[src/rtl/deco_seq_nx.sv]
// deco_seq_nx: registered binary-to-one-hot decoder with a free-running T-state sequencer
// (stall/hold, programmable wrap point, wrap pulse).
module deco_seq_nx #(
  parameter int SEL_W = 2
) (
  input  logic                     clk,
  input  logic                     rst_n,
  input  logic                     en,
  input  logic                     mode,
  input  logic [SEL_W-1:0]         select,
  input  logic                     load,
  input  logic [SEL_W-1:0]         last,
  input  logic                     stall,
  output logic [(1<<SEL_W)-1:0]    decoded_op,
  output logic [SEL_W-1:0]         cur_idx,
  output logic                     valid,
  output logic                     wrap
);
  localparam int OUT_W = 1 << SEL_W;
  typedef enum logic [1:0] {IDLE, DIRECT, RUN, HOLD} state_t;
  state_t state, state_nxt;
  logic load_hit, at_last, wrap_nxt;
  logic [SEL_W-1:0] idx_nxt;
  assign load_hit = en && mode && load;
  assign at_last  = cur_idx == last;
  always_ff @(posedge clk or negedge rst_n)
    if (!rst_n) begin
      state      <= IDLE;
      cur_idx    <= '0;
      decoded_op <= '0;
      valid      <= 1'b0;
      wrap       <= 1'b0;
    end else begin
      state      <= state_nxt;
      cur_idx    <= idx_nxt;
      decoded_op <= (state_nxt != IDLE) ? OUT_W'(1) << idx_nxt : '0;
      valid      <= state_nxt != IDLE;
      wrap       <= wrap_nxt;
    end
  always_comb
    state_nxt = !en ? IDLE :
                load_hit ? RUN :
                !mode ? DIRECT :
                (state == RUN || state == HOLD) ? (stall ? HOLD : RUN) : IDLE;
  // RUN without load_hit means an advance from RUN/HOLD; only that path may pulse wrap
  always_comb begin
    idx_nxt  = (state_nxt == IDLE) ? '0 :
               (state_nxt == DIRECT || load_hit) ? select :
               (state_nxt == HOLD) ? cur_idx :
               at_last ? '0 : SEL_W'(cur_idx + 1'b1);
    wrap_nxt = state_nxt == RUN && !load_hit && at_last;
  end
endmodule
[config.mk]
export PLATFORM = sky130hd
export DESIGN_NAME = deco_seq_nx
export DESIGN_NICKNAME = d
export VERILOG_FILES = /design/src/rtl/deco_seq_nx.sv
export SDC_FILE = /design/constraint.sdc
export NUM_CORES = 1
export LEC_CHECK = 0
export CORE_AREA = 5 5 42 44
export CTS_CLUSTER_DIAMETER = 60
export DETAILED_ROUTE_END_ITERATION = 6
export DIE_AREA = 0 0 47 49
export DONT_BUFFER_PORTS = 1
export PLACE_DENSITY = 0.56
export SLEW_MARGIN = 20
export SYNTH_ARGS = -nofsm -noshare
export SYNTH_HDL_FRONTEND = slang
export SYNTH_SLANG_ARGS = --single-unit
[constraint.sdc]
create_clock -name clk -period 1.39 [get_ports clk]
set_input_delay 0.139 -clock clk [delete_from_list [all_inputs] [get_ports clk]]
set_output_delay 0.139 -clock clk [all_outputs]
set_load 0.05 [all_outputs]
Yosys cells after proc, flatten, opt, wreduce, memory -nomap -nowiden
Index checks and enable logic that the tools add are counted.

storage, ports and cells
  output and inout bits = 8
  bits in writable memories = 0
  flip-flop bits (word level) = 10
  memories kept = 0
  logic and storage cells = 32
  ROM bits = 0
  latch bits = 0

cells by class
  $lt $le $gt $ge = 0
  reduce and logical (&&, ||, !) cells = 9
  shift-type cells = 1
  bitwise logic cells = 0
  divide/modulo/power cells = 0
  multipliers = 0
  $add $sub $neg = 1
  equal/unequal tests = 6
  multiplexer cells = 10

operators with widths
  operator                                                                count
  2-bit two-way mux                                                       8
  2-bit equality test (second input constant)                             4
  1-bit logical AND                                                       4
  4-bit two-way mux                                                       1
  1-bit by 2-bit << shifter with 4-bit output (first input constant)      1
  2-bit by 1-bit adder with 2-bit output (second input constant)          1
  2-bit by 1-bit equality test with 1-bit output (second input constant)  1
  2-bit equality test                                                     1
  2-bit zero test                                                         1
  1-bit logical OR                                                        2
  2-bit nonzero test                                                      1
  1-bit zero test                                                         1
  1-bit two-way mux                                                       1

Logic depth before layout (Yosys ltp)
Gate-level depths: netlist of the first run.

  depth after elaboration = 12
  depth in mapped cells = 5
  mapped depth without buffers = 5

Worst setup path after synthesis of the first run
Ideal clock, no wire load.

  path kind = flip-flop to flip-flop
  start point = register cur_idx[0]
  end point = register decoded_op[2]
  data required time = 1.303 ns
  arrival = 1.532 ns
  period minus slack after synthesis = 1.619 ns
  path slack = -0.229 ns
  stages on the path, launching flop included = 5
  path through = dfrtp_1 > xnor2_1 > a22oi_2 > a2111o_1 > a211oi_2

on the way
  word-level cells in the longest chain between the ends = 7

ends and longest elaborated chain
  element                                                                        line    source
  start: declaration                                                             15      output logic [SEL_W-1:0] cur_idx,
  start signal: assignment                                                       35      cur_idx <= idx_nxt;
  2-bit by 1-bit adder with 2-bit output or 2-bit equality test (tied branches)  50, 25
  2-bit two-way mux                                                              50      at_last ? '0 : SEL_W'(cur_idx + 1'b1);
  2-bit two-way mux *                                                            49      (state_nxt == HOLD) ? cur_idx :
  2-bit two-way mux *                                                            48      (state_nxt == DIRECT || load_hit) ? select :
  2-bit two-way mux *                                                            47      idx_nxt = (state_nxt == IDLE) ? '0 :
  1-bit by 2-bit << shifter with 4-bit output *                                  36      decoded_op <= (state_nxt != IDLE) ? OUT_W'(1) << idx_nxt : '0;
  4-bit two-way mux *                                                            36
  end signal: assignment                                                         36
  end: declaration                                                               14      output logic [(1<<SEL_W)-1:0] decoded_op,

Mark *: on every way between the ends. The rest lies on a longest branch, timed or not.

Final worst setup path of the first run
  start point = register state[1]
  end point = register decoded_op[2]

on the way
  word-level cells in the longest chain between the ends = 12

ends and longest elaborated chain
  element                                                                                line    source
  start: declaration                                                                     21      state_t state, state_nxt;
  start signal: assignment                                                               34      state <= state_nxt;
  2-bit equality test                                                                    44      (state == RUN || state == HOLD) ? (stall ? HOLD : RUN) : IDLE;
  1-bit logical OR *                                                                     44
  2-bit two-way mux *                                                                    44
  2-bit two-way mux *                                                                    43      !mode ? DIRECT :
  2-bit two-way mux *                                                                    42      load_hit ? RUN :
  2-bit two-way mux *                                                                    41      state_nxt = !en ? IDLE :
  2-bit equality test or 2-bit by 1-bit equality test with 1-bit output (tied branches)  49, 48
  2-bit two-way mux or 1-bit logical OR (tied branches)                                  49, 48
  2-bit two-way mux                                                                      48
  2-bit two-way mux                                                                      47
  1-bit by 2-bit << shifter with 4-bit output                                            36
  4-bit two-way mux *                                                                    36

Marked as above.

==> results.json, run 1 <==
{
  "status": "finished with violations",
  "failed_checks": "negative setup slack",
  "row_count": 14,
  "start_util_pct": 34.7,
  "hold_viol": 0,
  "async_reset_ff_share_pct": 100,
  "power_density_nw_per_um2": 1080,
  "avgViaCountPerCell": 5.49,
  "syn_area_um2": 487,
  "drive_above_1_share_pct": 35.1,
  "die-area_um2": 2300,
  "fin_ws_ps": -12.0,
  "synth_warnings": 0,
  "firstDrtPassIters": 3,
  "hp-class": "input port to flop",
  "grt_pass1_vias": 455,
  "synthXorXnorAreaFrac_pct": 5.14,
  "multi_input_area_um2": 270,
  "fin_worst_skew_ps": 0.316,
  "synth_edf_count": 0,
  "regArea_um2": 228,
  "grt_overflow": 0,
  "worst_pin_slew_ps": 464,
  "finalSetupViolCount": 2,
  "post_cts_buffers": 0,
  "drt_wl_total_um": 1130,
  "synthDominantCellAreaShare_pct": 46.3,
  "die_h_um": 49,
  "critPathRequiredTime_ps": 1560,
  "synth_compound_area_share_pct": 25.7,
  "start_kind": "flop",
  "cts_buffers": 3,
  "place_congestion": 0.777,
  "pre_cts_ws_ps": -106,
  "diodes": 0,
  "drt_iter0_drc": 2,
  "critPathCaptureType": "flop",
  "die_x_um": 47,
  "period_share_pct": 101,
  "drv_slew": 0,
  "syn_area_per_cell_um2": 10.8,
  "setup_tns_ps": -12.1,
  "worstPathMaxFanout": 5,
  "crit_arrival_ps": 1570,
  "clkLatencyLatePin_ps": 250,
  "synth_seq_area_share_pct": 46.3,
  "portBuffers": 0,
  "dp_hpwl_um": 901,
  "critPathKind": "flop to flop",
  "clk_pin_slew_worst_paths_ps": 60,
  "cts.sinks": 9,
  "grt_pass1_wl_um": 1940,
  "synth_top_family_by_area": "compound AO/OA/AOI/OAI gates",
  "route.detailed.drc": 0,
  "synthTopCellsByArea": "dfrtp_1, o211a_1, and3_1",
  "synth_cell_type_count": 25,
  "syn_nets": 55,
  "root_buffer": "clkbuf_4",
  "synthMuxAreaShare_pct": 0,
  "maxClockFrequency_mhz": 713,
  "nNetsFinal": 68,
  "ys_seq_elements": 9,
  "synth_largest_area_cell": "dfrtp_1",
  "grt_max_degree": 10,
  "place_inst": 67,
  "num_io_pins": 18,
  "synth_fa_ha_area_share_pct": 0,
  "synth-simple-area-share_pct": 17.5,
  "postRouteAntennaNets": 0,
  "leakagePower_uw": 0.000312,
  "wire_per_inst_um": 15.5,
  "rsz0062_at_grt": "yes",
  "synthFlopType": "dfrtp_1",
  "peakVddDrop_v": 0.000669,
  "grt_use_total_pct": 11.5,
  "fin_cells": 73,
  "fin_crit_ps": 1400,
  "synthToLayoutAreaGrowth_pct": 29.8,
  "yosysMostFrequentCell": "dfrtp_1",
  "relSlewSlack_pct": 69.1,
  "htreeDepth": 1,
  "synth_common_cells": "dfrtp_1, inv_1, and3_1",
  "grt_antenna_before_repair": 0,
  "drv_cap": 0,
  "cts_tree": "done",
  "cts.path.max_buffers": 2,
  "vias": 401,
  "core-area_um2": 1400,
  "synthCells": 45,
  "nFillCells": 144
}
[kinds of logic after synthesis]
| group | count (synthesis) |
|---|---|
| flops | 9 |
| simple gates | 14 |
| buf+inv | 5 |
| compound gates | 15 |
| xor+xnor | 2 |
[layer usage]
layer	vias up	track usage, %	part of all wire (%)
met3	0	8.12	11
met2	14	18.3	51
li1	195	-	-
met5	-	0	0
met1	192	12.6	38
met4	0	1.38	0
[metrics by stage]
step	hold WS (ps)	util (%)	power [uW]	cell area, um^2
2_1_floorplan	-157	-	433	497
3_3_place_gp	-156	39.8	470	558
3_5_place_dp	-156	39.8	470	558
4_1_cts	13.8	45.1	696	632
5_1_grt	12.6	45.1	726	632
6_report	18.0	45.1	680	632
[worst paths after layout]
check / startpoint / end / slack [ps] / cells past startpoint
setup / recovery: state[1] / decoded_op[2] / -10 / 4
max in group asynchronous: rst_n / cur_idx[0] / 840 / 1
min in group asynchronous: rst_n / wrap / 250 / 1
hold reg to reg: state[1] / state[1] / 640 / 2
setup reg to reg: state[1] / decoded_op[2] / -10 / 4
hold / removal: mode / state[1] / 20 / 1
[flip-flops by register name, summed over array words and instances (netlist names)]
signal and count:
decoded_op 4, valid 1, cur_idx 2, state 1, wrap 1
[cells in the final DEF (no fill, tap or decap), types with 2 or more instances in the layout]
master	synthesis	layout
clkbuf_4	0	3
dfrtp_1	9	7
and2_1	2	2
buf_4	0	7
dfrtp_2	0	2
nor2_1	2	2
dlygate4sd3_1	0	2
o211a_1	2	2
a211oi_2	1	2
inv_1	4	4
a21oi_1	2	2
and3_1	3	3
[power by group]
group | internal, uW | switching, uW
logic | 68.5 | 80.1
clock network | 110 | 82.2
registers | 280 | 58.4
[worst max-delay path, cell delays in order (launching register included)]
cell and delay [ps]:
dfrtp_1 350, and4b_4 280, a22oi_2 110, a2111o_1 420
a211oi_2 160
[cell type report]
cell class | count | area share [%]
Multi-Input combinational cell | 31 | 42.8
Tap cell | 16 | 3.17
Sequential cell | 9 | 36.0
Clock buffer | 4 | 4.16
Timing Repair Buffer | 9 | 11.5
Inverter | 4 | 2.38
[timing repair]
| action | in CTS | in global routing |
|---|---|---|
| setup endpoints to repair | 5 | 6 |
| pin swaps | 3 | 0 |
| endpoints found under the hold margin | 10 | 0 |
| hold buffers | 2 | 0 |
| resized for setup | 5 | 0 |
Power figures use the tool's default switching activity.
==> run 2: changes to the inputs <==
--- a/config.mk
+++ b/config.mk
@@ -5,10 +5,10 @@
 export SDC_FILE = /design/constraint.sdc
 export NUM_CORES = 1
 export LEC_CHECK = 0
-export CORE_AREA = 5 5 42 44
+export CORE_AREA = 2 2 39 41
 export CTS_CLUSTER_DIAMETER = 60
 export DETAILED_ROUTE_END_ITERATION = 6
-export DIE_AREA = 0 0 47 49
+export DIE_AREA = 0 0 41 43
 export DONT_BUFFER_PORTS = 1
 export PLACE_DENSITY = 0.56
 export SLEW_MARGIN = 20
==> run 2 against run 1 <==
Against the previous run:
- the flow still finishes with violations (negative setup slack)
- register-to-register slack got worse by 20 ps
- via count is 0.25% lower
- clock skew up 2.4 ps
- flip-flop and latch count is the same
- clock-buffer cell count stayed put
- largest power group unchanged
- power shrank 0.25%
- critical path depth did not move
- sequential power hardly changed
==> results.json, run 2 (synthesis results as in run 1) <==
{
  "wire_per_inst_um": 16.2,
  "grt_antenna_before_repair": 0,
  "maxClockFrequency_mhz": 703,
  "drt_iter0_drc": 0,
  "nFillCells": 143,
  "postRouteAntennaNets": 0,
  "cts_tree": "done",
  "route.detailed.drc": 0,
  "die_h_um": 43,
  "dp_hpwl_um": 875,
  "start_util_pct": 35.2,
  "num_io_pins": 18,
  "drive_above_1_share_pct": 34.5,
  "die-area_um2": 1760,
  "rsz0062_at_grt": "yes",
  "avgViaCountPerCell": 5.63,
  "die_x_um": 41,
  "status": "finished with violations",
  "power_density_nw_per_um2": 1070,
  "nNetsFinal": 66,
  "max_stage_delay_ps": 380,
  "hp-class": "input port to flop",
  "finalSetupViolCount": 3,
  "regArea_um2": 228,
  "place_congestion": 0.851,
  "cts.path.max_buffers": 2,
  "relSlewSlack_pct": 69.7,
  "critPathCaptureType": "flop",
  "leakagePower_uw": 0.000300,
  "multi_input_area_um2": 284,
  "critPathRequiredTime_ps": 1550,
  "grt_pass1_wl_um": 1900,
  "peakVddDrop_v": 0.000313,
  "drv_cap": 0,
  "final_cell_mix": "dfrtp_1, inv_1, buf_4, clkbuf_4, dlygate4sd3_1",
  "hold_viol": 0,
  "clk_pin_slew_worst_paths_ps": 60,
  "cp_top_family": "compound AO/OA/AOI/OAI gates",
  "critPathKind": "flop to flop",
  "vias": 400,
  "fin_crit_ps": 1420,
  "grt_pass1_vias": 450,
  "post_cts_buffers": 0,
  "grt_use_total_pct": 16.4,
  "failed_checks": "negative setup slack",
  "grt_overflow": 0,
  "htreeDepth": 1,
  "largest_register_ff_count": 4,
  "cts_buffers": 3,
  "largest_registers": "decoded_op: 4 flops, cur_idx: 2 flops",
  "drt_wl_total_um": 1150,
  "row_count": 14,
  "fin_ws_ps": -31.5,
  "crit_arrival_ps": 1590,
  "grt_max_degree": 10,
  "core-area_um2": 1380,
  "drv_slew": 0,
  "start_kind": "flop",
  "diodes": 0,
  "power_uw": 678,
  "clkLatencyLatePin_ps": 250,
  "synthToLayoutAreaGrowth_pct": 30.1,
  "top_register": "decoded_op",
  "path_cells": "and4b_4 -> and3_4 -> a2111o_1 -> a211oi_2",
  "firstDrtPassIters": 1,
  "cts.sinks": 9,
  "final_common_cell": "dfrtp_1",
  "critPathBufInv": 0,
  "setup_tns_ps": -35.3,
  "portBuffers": 0,
  "worstPathMaxFanout": 5,
  "crit_slowest_cell": "dfrtp_1",
  "root_buffer": "clkbuf_4",
  "worst_pin_slew_ps": 456,
  "final_util_pct": 45.8,
  "fin_worst_skew_ps": 2.67,
  "period_share_pct": 102
}
==> run 2: path summary, 6_finish.rpt <==
check,from,endpoint,slack (ps),depth (start not counted)
setup / recovery,state[1],decoded_op[2],-30,4
hold / removal,en,state[1],30,1
setup reg to reg,state[1],decoded_op[2],-30,4
hold reg to reg,state[1],state[1],640,2
max in group asynchronous,rst_n,cur_idx[0],840,1
min in group asynchronous,rst_n,decoded_op[0],240,1
==> run 2: layout make-up <==
class | instances | share of cell area [%]
Sequential cell | 9 | 36.0
Timing Repair Buffer | 7 | 9.49
Multi-Input combinational cell | 31 | 44.9
Clock buffer | 4 | 4.15
Tap cell | 16 | 3.16
Inverter | 4 | 2.37
==> run 2: per-stage QoR <==
stage                     hold slack, ps  instance area, um^2  std cells  worst slack (ps)
final                               26.8                  633         71             -31.5
after global routing                9.13                  633         71              -113
after CTS                           3.96                  618         70             -27.4
after detailed placement            -156                  536         64             -79.8
after global placement              -156                  536         64             -51.6
after floorplan                     -157                  497         45             -55.7
==> run 2: power by group <==
part | total, uW | internal (uW) | leakage (uW) | switching [uW]
Combinational | 148 | 64.5 | 0.000169 | 83.9
Clock | 191 | 110 | 0.0000150 | 81.1
Sequential | 338 | 280 | 0.000117 | 58.1
==> run 2: routing by layer <==
| metal | GRT usage (%) | vias to the layer above | share of wire, % |
|---|---|---|---|
| met1 | 17.9 | 188 | 39 |
| met5 | 0 | - | 0 |
| met3 | 2.62 | 2 | 5.8 |
| li1 | - | 194 | - |
| met2 | 26.6 | 16 | 54 |
| met4 | 12.0 | 0 | 1.8 |
==> run 2: timing repair <==
| item | in CTS | in global routing |
|---|---|---|
| setup endpoints to repair | 5 | 6 |
| hold buffers | 2 | 1 |
| hold endpoints to repair | 10 | 1 |
| resized for setup | 5 | 2 |
